`src/rtl/popcount_acc.sv`:
```
// popcount_acc: streaming popcount / binary dot-product accumulator.
// Each accepted beat contributes popcount(i_data) or popcount(XNOR(i_data, i_weight)).
// The contributions are summed over a vector that ends on i_last, and one saturated sum
// is emitted per vector.
// Pipeline stages: S1 (popcount register) -> S2 (accumulator) -> output register.
// A single stall condition (output held, not consumed) freezes every stage.
module popcount_acc #(
  parameter int BW_I   = 16,
  parameter int BW_ACC = 12,
  parameter int BW_N   = 8
) (
  input  logic              clk,
  input  logic              rst,
  input  logic              i_valid,
  output logic              i_ready,
  input  logic [BW_I-1:0]   i_data,
  input  logic [BW_I-1:0]   i_weight,
  input  logic              i_mode,
  input  logic              i_last,
  output logic              o_valid,
  input  logic              o_ready,
  output logic [BW_ACC-1:0] o_sum,
  output logic [BW_N-1:0]   o_nbeat,
  output logic              o_ovf
);

  // Width of a single-beat popcount (0..BW_I inclusive).
  localparam int PCW = $clog2(BW_I) + 1;
  localparam logic [BW_N-1:0] NB_ONE = {{(BW_N-1){1'b0}}, 1'b1};

  // Count of set bits in one word.
  function automatic logic [PCW-1:0] popcount(input logic [BW_I-1:0] w);
    logic [PCW-1:0] c;
    c = '0;
    for (int b = 0; b < BW_I; b++) begin
      c = c + {{(PCW-1){1'b0}}, w[b]};
    end
    return c;
  endfunction

  // Handshake / stall
  logic stall;
  logic accept;
  logic s2_fire;

  // Stage S1
  logic            s1_valid_q;
  logic            s1_last_q;
  logic [PCW-1:0]  s1_pc_q;
  logic [BW_I-1:0] sel_word;
  logic [PCW-1:0]  pc;

  // Stage S2 accumulator state
  logic [BW_ACC-1:0] acc_q;
  logic [BW_ACC-1:0] acc_d;
  logic [BW_N-1:0]   nb_q;
  logic [BW_N-1:0]   nb_d;
  logic              ovf_q;
  logic              ovf_d;
  logic              first_q;

  // S2 arithmetic helpers
  logic [BW_ACC:0]   sum_w;
  logic              sat;
  logic [BW_N-1:0]   nb_base;

  // Output register
  logic              o_valid_q;
  logic [BW_ACC-1:0] o_sum_q;
  logic [BW_N-1:0]   o_nbeat_q;
  logic              o_ovf_q;

  // A held, unconsumed result freezes the whole pipe; i_ready follows o_ready combinationally.
  always_comb begin
    stall   = o_valid_q & ~o_ready;
    i_ready = ~stall;
    accept  = i_valid & ~stall;
    s2_fire = s1_valid_q & ~stall;
  end

  // Select the plain word or the XNOR with the weight, then count its ones.
  always_comb begin
    sel_word = i_mode ? ~(i_data ^ i_weight) : i_data;
    pc       = popcount(sel_word);
  end

  // S1: capture the beat's popcount and last flag; empty the stage when no beat arrives.
  always_ff @(posedge clk or posedge rst) begin
    if (rst) begin
      s1_valid_q <= 1'b0;
      s1_last_q  <= 1'b0;
      s1_pc_q    <= '0;
    end else if (!stall) begin
      s1_valid_q <= accept;
      if (accept) begin
        s1_last_q <= i_last;
        s1_pc_q   <= pc;
      end
    end
  end

  // S2 next state: restart at vector start, saturate the sum, count beats with saturation.
  always_comb begin
    sum_w   = (first_q ? {(BW_ACC+1){1'b0}} : {1'b0, acc_q})
            + {{(BW_ACC+1-PCW){1'b0}}, s1_pc_q};
    // The wide sum never exceeds 2^(BW_ACC+1)-1, so the top bit flags overflow.
    sat     = sum_w[BW_ACC];
    acc_d   = sat ? {BW_ACC{1'b1}} : sum_w[BW_ACC-1:0];
    ovf_d   = (first_q ? 1'b0 : ovf_q) | sat;
    nb_base = first_q ? {BW_N{1'b0}} : nb_q;
    nb_d    = (&nb_base) ? nb_base : nb_base + NB_ONE;
  end

  // S2: commit accumulator state on each unstalled S1 beat; i_last re-arms vector start.
  always_ff @(posedge clk or posedge rst) begin
    if (rst) begin
      acc_q   <= '0;
      nb_q    <= '0;
      ovf_q   <= 1'b0;
      first_q <= 1'b1;
    end else if (s2_fire) begin
      acc_q   <= acc_d;
      nb_q    <= nb_d;
      ovf_q   <= ovf_d;
      first_q <= s1_last_q;
    end
  end

  // Output register: load on a completed vector (even while the old result is being consumed).
  always_ff @(posedge clk or posedge rst) begin
    if (rst) begin
      o_valid_q <= 1'b0;
      o_sum_q   <= '0;
      o_nbeat_q <= '0;
      o_ovf_q   <= 1'b0;
    end else if (!stall) begin
      if (s2_fire && s1_last_q) begin
        o_valid_q <= 1'b1;
        o_sum_q   <= acc_d;
        o_nbeat_q <= nb_d;
        o_ovf_q   <= ovf_d;
      end else if (o_ready) begin
        o_valid_q <= 1'b0;
      end
    end
  end

  // Drive the ports from the output register.
  always_comb begin
    o_valid = o_valid_q;
    o_sum   = o_sum_q;
    o_nbeat = o_nbeat_q;
    o_ovf   = o_ovf_q;
  end

endmodule

```
`config.mk`:
```
export PLATFORM = sky130hd
export DESIGN_NAME = popcount_acc
export DESIGN_NICKNAME = d
export VERILOG_FILES = /design/src/rtl/popcount_acc.sv
export SDC_FILE = /design/constraint.sdc
export NUM_CORES = 1
export LEC_CHECK = 0
export ABC_AREA = 1
export CORE_MARGIN = 2
export CORE_UTILIZATION = 39
export CTS_BUF_LIST = sky130_fd_sc_hd__clkbuf_16
export DETAILED_ROUTE_END_ITERATION = 10
export HOLD_SLACK_MARGIN = 0.02
export PLACE_DENSITY = 0.63
export SYNTH_ARGS = -nofsm -noshare
export SYNTH_HDL_FRONTEND = slang
export SYNTH_SLANG_ARGS = --single-unit
```
`constraint.sdc`:
```
create_clock -name clk -period 3.9 [get_ports clk]
set_clock_uncertainty 0.2 [all_clocks]
set_input_delay 0.78 -clock clk [delete_from_list [all_inputs] [get_ports clk]]
set_output_delay 0.78 -clock clk [all_outputs]
set_load 0.1 [all_outputs]
```
======== Word-level counts from Yosys, hierarchy flattened ========
Index checks and enable logic that the tools add are counted.
operators by class
  add/sub/neg operators ................... 17
  multiplexer cells ....................... 8
  bitwise operators ....................... 8
  reductions and logical operators ........ 6
operators by type and width
  kind                   number
  $add A5 B1 Y5          11
  $mux W12               2
  $mux W16               1
  $mux W8                2
  $not A16 Y16           1
  $xor A16 B16 Y16       1
  $add A12 B5 Y13        1
  $add A8 B1 Y8 const B  1
  $reduce_and A8 Y1      1
  $reduce_and A2 Y1      3
  $add A4 B1 Y5          1
  $add A3 B1 Y4          1
  $add A2 B1 Y3          1
  $and A1 B1 Y1          3
  $mux W1                3
  $add A1 B1 Y2          1
  $not A1 Y1             2
  $reduce_bool A2 Y1     1
  $logic_and A1 B1 Y1    1
  $or A1 B1 Y1           1
storage, ports and cells
  register bits after elaboration ......... 51
  input bits .............................. 38
  output and inout bits ................... 23

======== Longest topological paths before layout ========
  depth in word-level cells ............... 18
  gate-level depth with buffers ........... 17

======== Worst setup path before layout ========
No wires, ideal clock.
  path type ............................... input -> register
  start ................................... in i_mode
  end ..................................... reg s1_pc_q[4]
  data arrival time ....................... 4.530 ns
  data required time ...................... 3.577 ns
  setup slack ............................. -0.953 ns
  stages .................................. 16
  path buffers ............................ 2
  cell sequence ........................... clkbuf_1 clkbuf_1 nand2_1 xnor2_1 fa_1 fa_1 fa_1 inv_1 fa_1 inv_1 ha_1 fa_1 nand2_1 inv_1 o21ai_0 nand2_1
between the ends
  longest elaborated chain between the ends .. 16
RTL lines
  element                       RTL line  text
  start: declaration            18        input logic i_mode,
  $mux W16 (*)                  83        sel_word = i_mode ? ~(i_data ^ i_weight) : i_data;
  $add A1 B1 Y2                 36        c = c + {{(PCW-1){1'b0}}, w[b]};
  $add A2 B1 Y3                 36
  $add A3 B1 Y4                 36
  $add A4 B1 Y5                 36
  $add A5 B1 Y5 (10 in series)  36
  $add A5 B1 Y5 (*)             36
  end signal: assignment        97        s1_pc_q <= pc;
  end: declaration              49        logic [PCW-1:0] s1_pc_q;
Mark *: on every way between the ends. The rest lies on a longest branch, timed or not.
A chain may end at the register's enable or synchronous reset.

======== Worst setup path in the final report ========
  start ................................... in i_data[11]
  end ..................................... reg s1_pc_q[2]
between the ends
  longest elaborated chain between the ends .. 8
RTL lines
  element                          RTL line  text
  start: declaration               16        input logic [BW_I-1:0] i_data,
  $xor A16 B16 Y16                 83
  $not A16 Y16                     83
  $mux W16 (*)                     83
  $add A5 B1 Y5 (*) (5 in series)  36
Marks and branches as above.

==> results_dict.tcl <==
set metrics [dict create \
    period_needed_ns 4.30 \
    cts_buffers 5 \
    hold_class "flip-flop to flip-flop" \
    first_pass_iters 4 \
    yosys-top-cells-area "dfrtp_1, nand2_1, inv_1" \
    required_ns 3.89 \
    die_area_um2 9750 \
    path_clk_slew_ns 0.07 \
    final_cell_mix "nand2_1, inv_1, dfrtp_1" \
    timing_worst_slew_pin_value_ns 0.974 \
    grt_pass1_wl_um 13900 \
    drive_gt1_share_pct 14.1 \
    leakage_uw 0.00237 \
    fp.coreArea_um2 8720 \
    final_nets 605 \
    worstSetupEndpointType "flip-flop" \
    numClockSinks 51 \
    syn_to_final_growth_pct 27.6 \
    synthArstFlopShare_pct 100 \
    grtUsageTotal_pct 17.3 \
    synth_enable_flop_cells 0 \
    initial_core_util_pct 40.1 \
    drt_iter0_drc 132 \
    grt_overflow 0 \
    dp_hpwl_um 5800 \
    num_vias 3063 \
    max-slew-margin-rel_pct 34.9 \
    syn_avg_cell_area_um2 7.29 \
    final.setup.tns_ns -1.10 \
    pin_count 61 \
    cts_tree "built" \
    worstPathMaxFanout 2 \
    synth_top_area_cell "dfrtp_1" \
    drc_errors 0 \
    post-route-period-util_pct 110 \
    routed_via_density 4.68 \
    postSynthCellCount 480 \
    port_buffers 60 \
    grt_max_degree 52 \
    insertion_delay_ns 0.29 \
    timing.fmax_mhz 233 \
    antenna_found_initial 0 \
    wl_um 7800 \
    die_height_um 98.7 \
    die_w_um 98.7 \
    grt_pass1_vias 3127 \
    wl_per_cell_um 11.9 \
    syn_nets 540 \
    dpl_worst_slack_ns -1.25 \
    synth_cell_types 31 \
    hold_viol 0 \
    finalSetupViolCount 4 \
    cap_viol_max_count 0 \
    cpPeakStageDelay_ns 0.56 \
    path_class "input port to flip-flop" \
    gp_congestion 0.863 \
    yosys_warnings 0 \
    violations "negative setup slack" \
    cts-root-buf "clkbuf_16" \
    ys_ff_latch 51 \
    synth_top_area_share_pct 35.7 \
    postRouteAntennaNets 0 \
    report.final.slew_viol_count 0 \
    power_density_nw_per_um2 666 \
    status "complete, but fails checks" \
    synthFlopType "dfrtp_1" \
    h-tree-depth 2 \
    clock_path_buffers 2 \
    path_cells "dlygate4sd2_1 > xor2_1 > fa_1 > inv_2 > fa_1 > fa_1 > inv_2 > fa_1 > inv_2 > ha_4 > fa_2 > nand2_2 > inv_2 > o31ai_2" \
    arrival_ns 4.29 \
    antennaDiodeCount 0 \
    ys_seq_area_share_pct 36.5 \
    final_common_cell "nand2_1" \
    netlist_area_um2 3500 \
    cpMaxStageDelayCell "fa_1" \
    rsz0062_at_grt "yes" \
    whs_ns 0.277 \
    rows 34 \
    ir_worst_vdd_mv 0.340 \
    timing.final.ws_setup_ns -0.399 \
    start_kind "input port" \
]
## through the flow
stage	util [%]	cells	power (uW)	instance area [um2]
global route	51.2	654	3240	4470
detailed placement	48.5	641	2500	4230
floorplan	-	480	2100	3550
global placement	48.5	641	2460	4230
CTS	50.9	653	2990	4440
finish	51.2	654	2970	4470
## power by group
| group | internal [uW] | switching (uW) | total, uW | leakage (uW) |
|---|---|---|---|---|
| clock | 235 | 195 | 430 | 0.0000726 |
| combinational | 581 | 1170 | 1750 | 0.00163 |
| sequential | 683 | 107 | 790 | 0.000668 |
## Yosys cell counts, drive strengths merged (2+ instances only)
cell type / instances
ha: 11
clkbuf: 6
nor2: 32
nor3: 5
or2: 3
a21oi: 2
dfrtp: 50
xnor2: 10
nand2: 183
nand3: 40
nand4: 2
xor2: 9
fa: 11
inv: 81
buf: 8
o21ai: 22
## flip-flops by register name, summed over array words and instances (netlist names)
name        count
o_ovf           1
o_sum          12
nb_q            8
s1_pc_q         5
o_nbeat         8
s1_valid_q      1
acc_q          12
ovf_q           1
o_valid         1
s1_last_q       1
first_q         1
## what timing repair did
action,in CTS,in global routing
endpoints found under the setup margin,5,5
pin swaps,26,13
hold buffers,0,0
gates resized for setup,44,16
setup buffers,4,1
## final cells by class
type,instances,area [um2]
Clock buffer,5,125
Clock inverter,3,16.3
Fill cell,858,4250
Inverter,82,313
Multi-Input combinational cell,333,1920
Sequential cell,51,1280
Tap cell,108,135
Timing Repair Buffer,72,679
## cells by family after synthesis
logic type	after synthesis	share of synthesized area (%)
AO/OA/AOI/OAI	26	4.04
buffers and inverters	96	11.3
AND/OR/NAND/NOR	266	33.2
adder cells (fa/ha/maj)	22	10.2
XOR/XNOR	19	4.75
flip-flops	51	36.5
## worst paths after layout
kind | start | end | slack (ns) | cells past startpoint
worst max-delay path | i_data[11] | s1_pc_q[2] | -0.40 | 14
worst min-delay path | o_sum[7] | o_sum[7] | 0.28 | 2
worst max register to register | first_q | o_sum[4] | 1.32 | 13
worst min register to register | o_sum[7] | o_sum[7] | 0.28 | 2
max in group asynchronous | rst | o_sum[5] | 2.29 | 3
min in group asynchronous | rst | o_sum[0] | 0.78 | 3
## worst max-delay path, delay by kind of cell
kind | cells | cell delay (ns)
buf+inv | 5 | 0.43
fa+ha+maj | 6 | 2.62
compound gates | 1 | 0.23
xor+xnor | 1 | 0.16
simple gates | 1 | 0.07
## routing by layer
metal	up-vias	wire, um	GRT usage, %
li1	1570	-	-
met1	1435	3460	21.9
met2	54	4090	31.2
met3	4	213	2.70
met4	0	37	3.27
met5	-	0	0
Note: power is estimated with default switching activity, not from simulation.
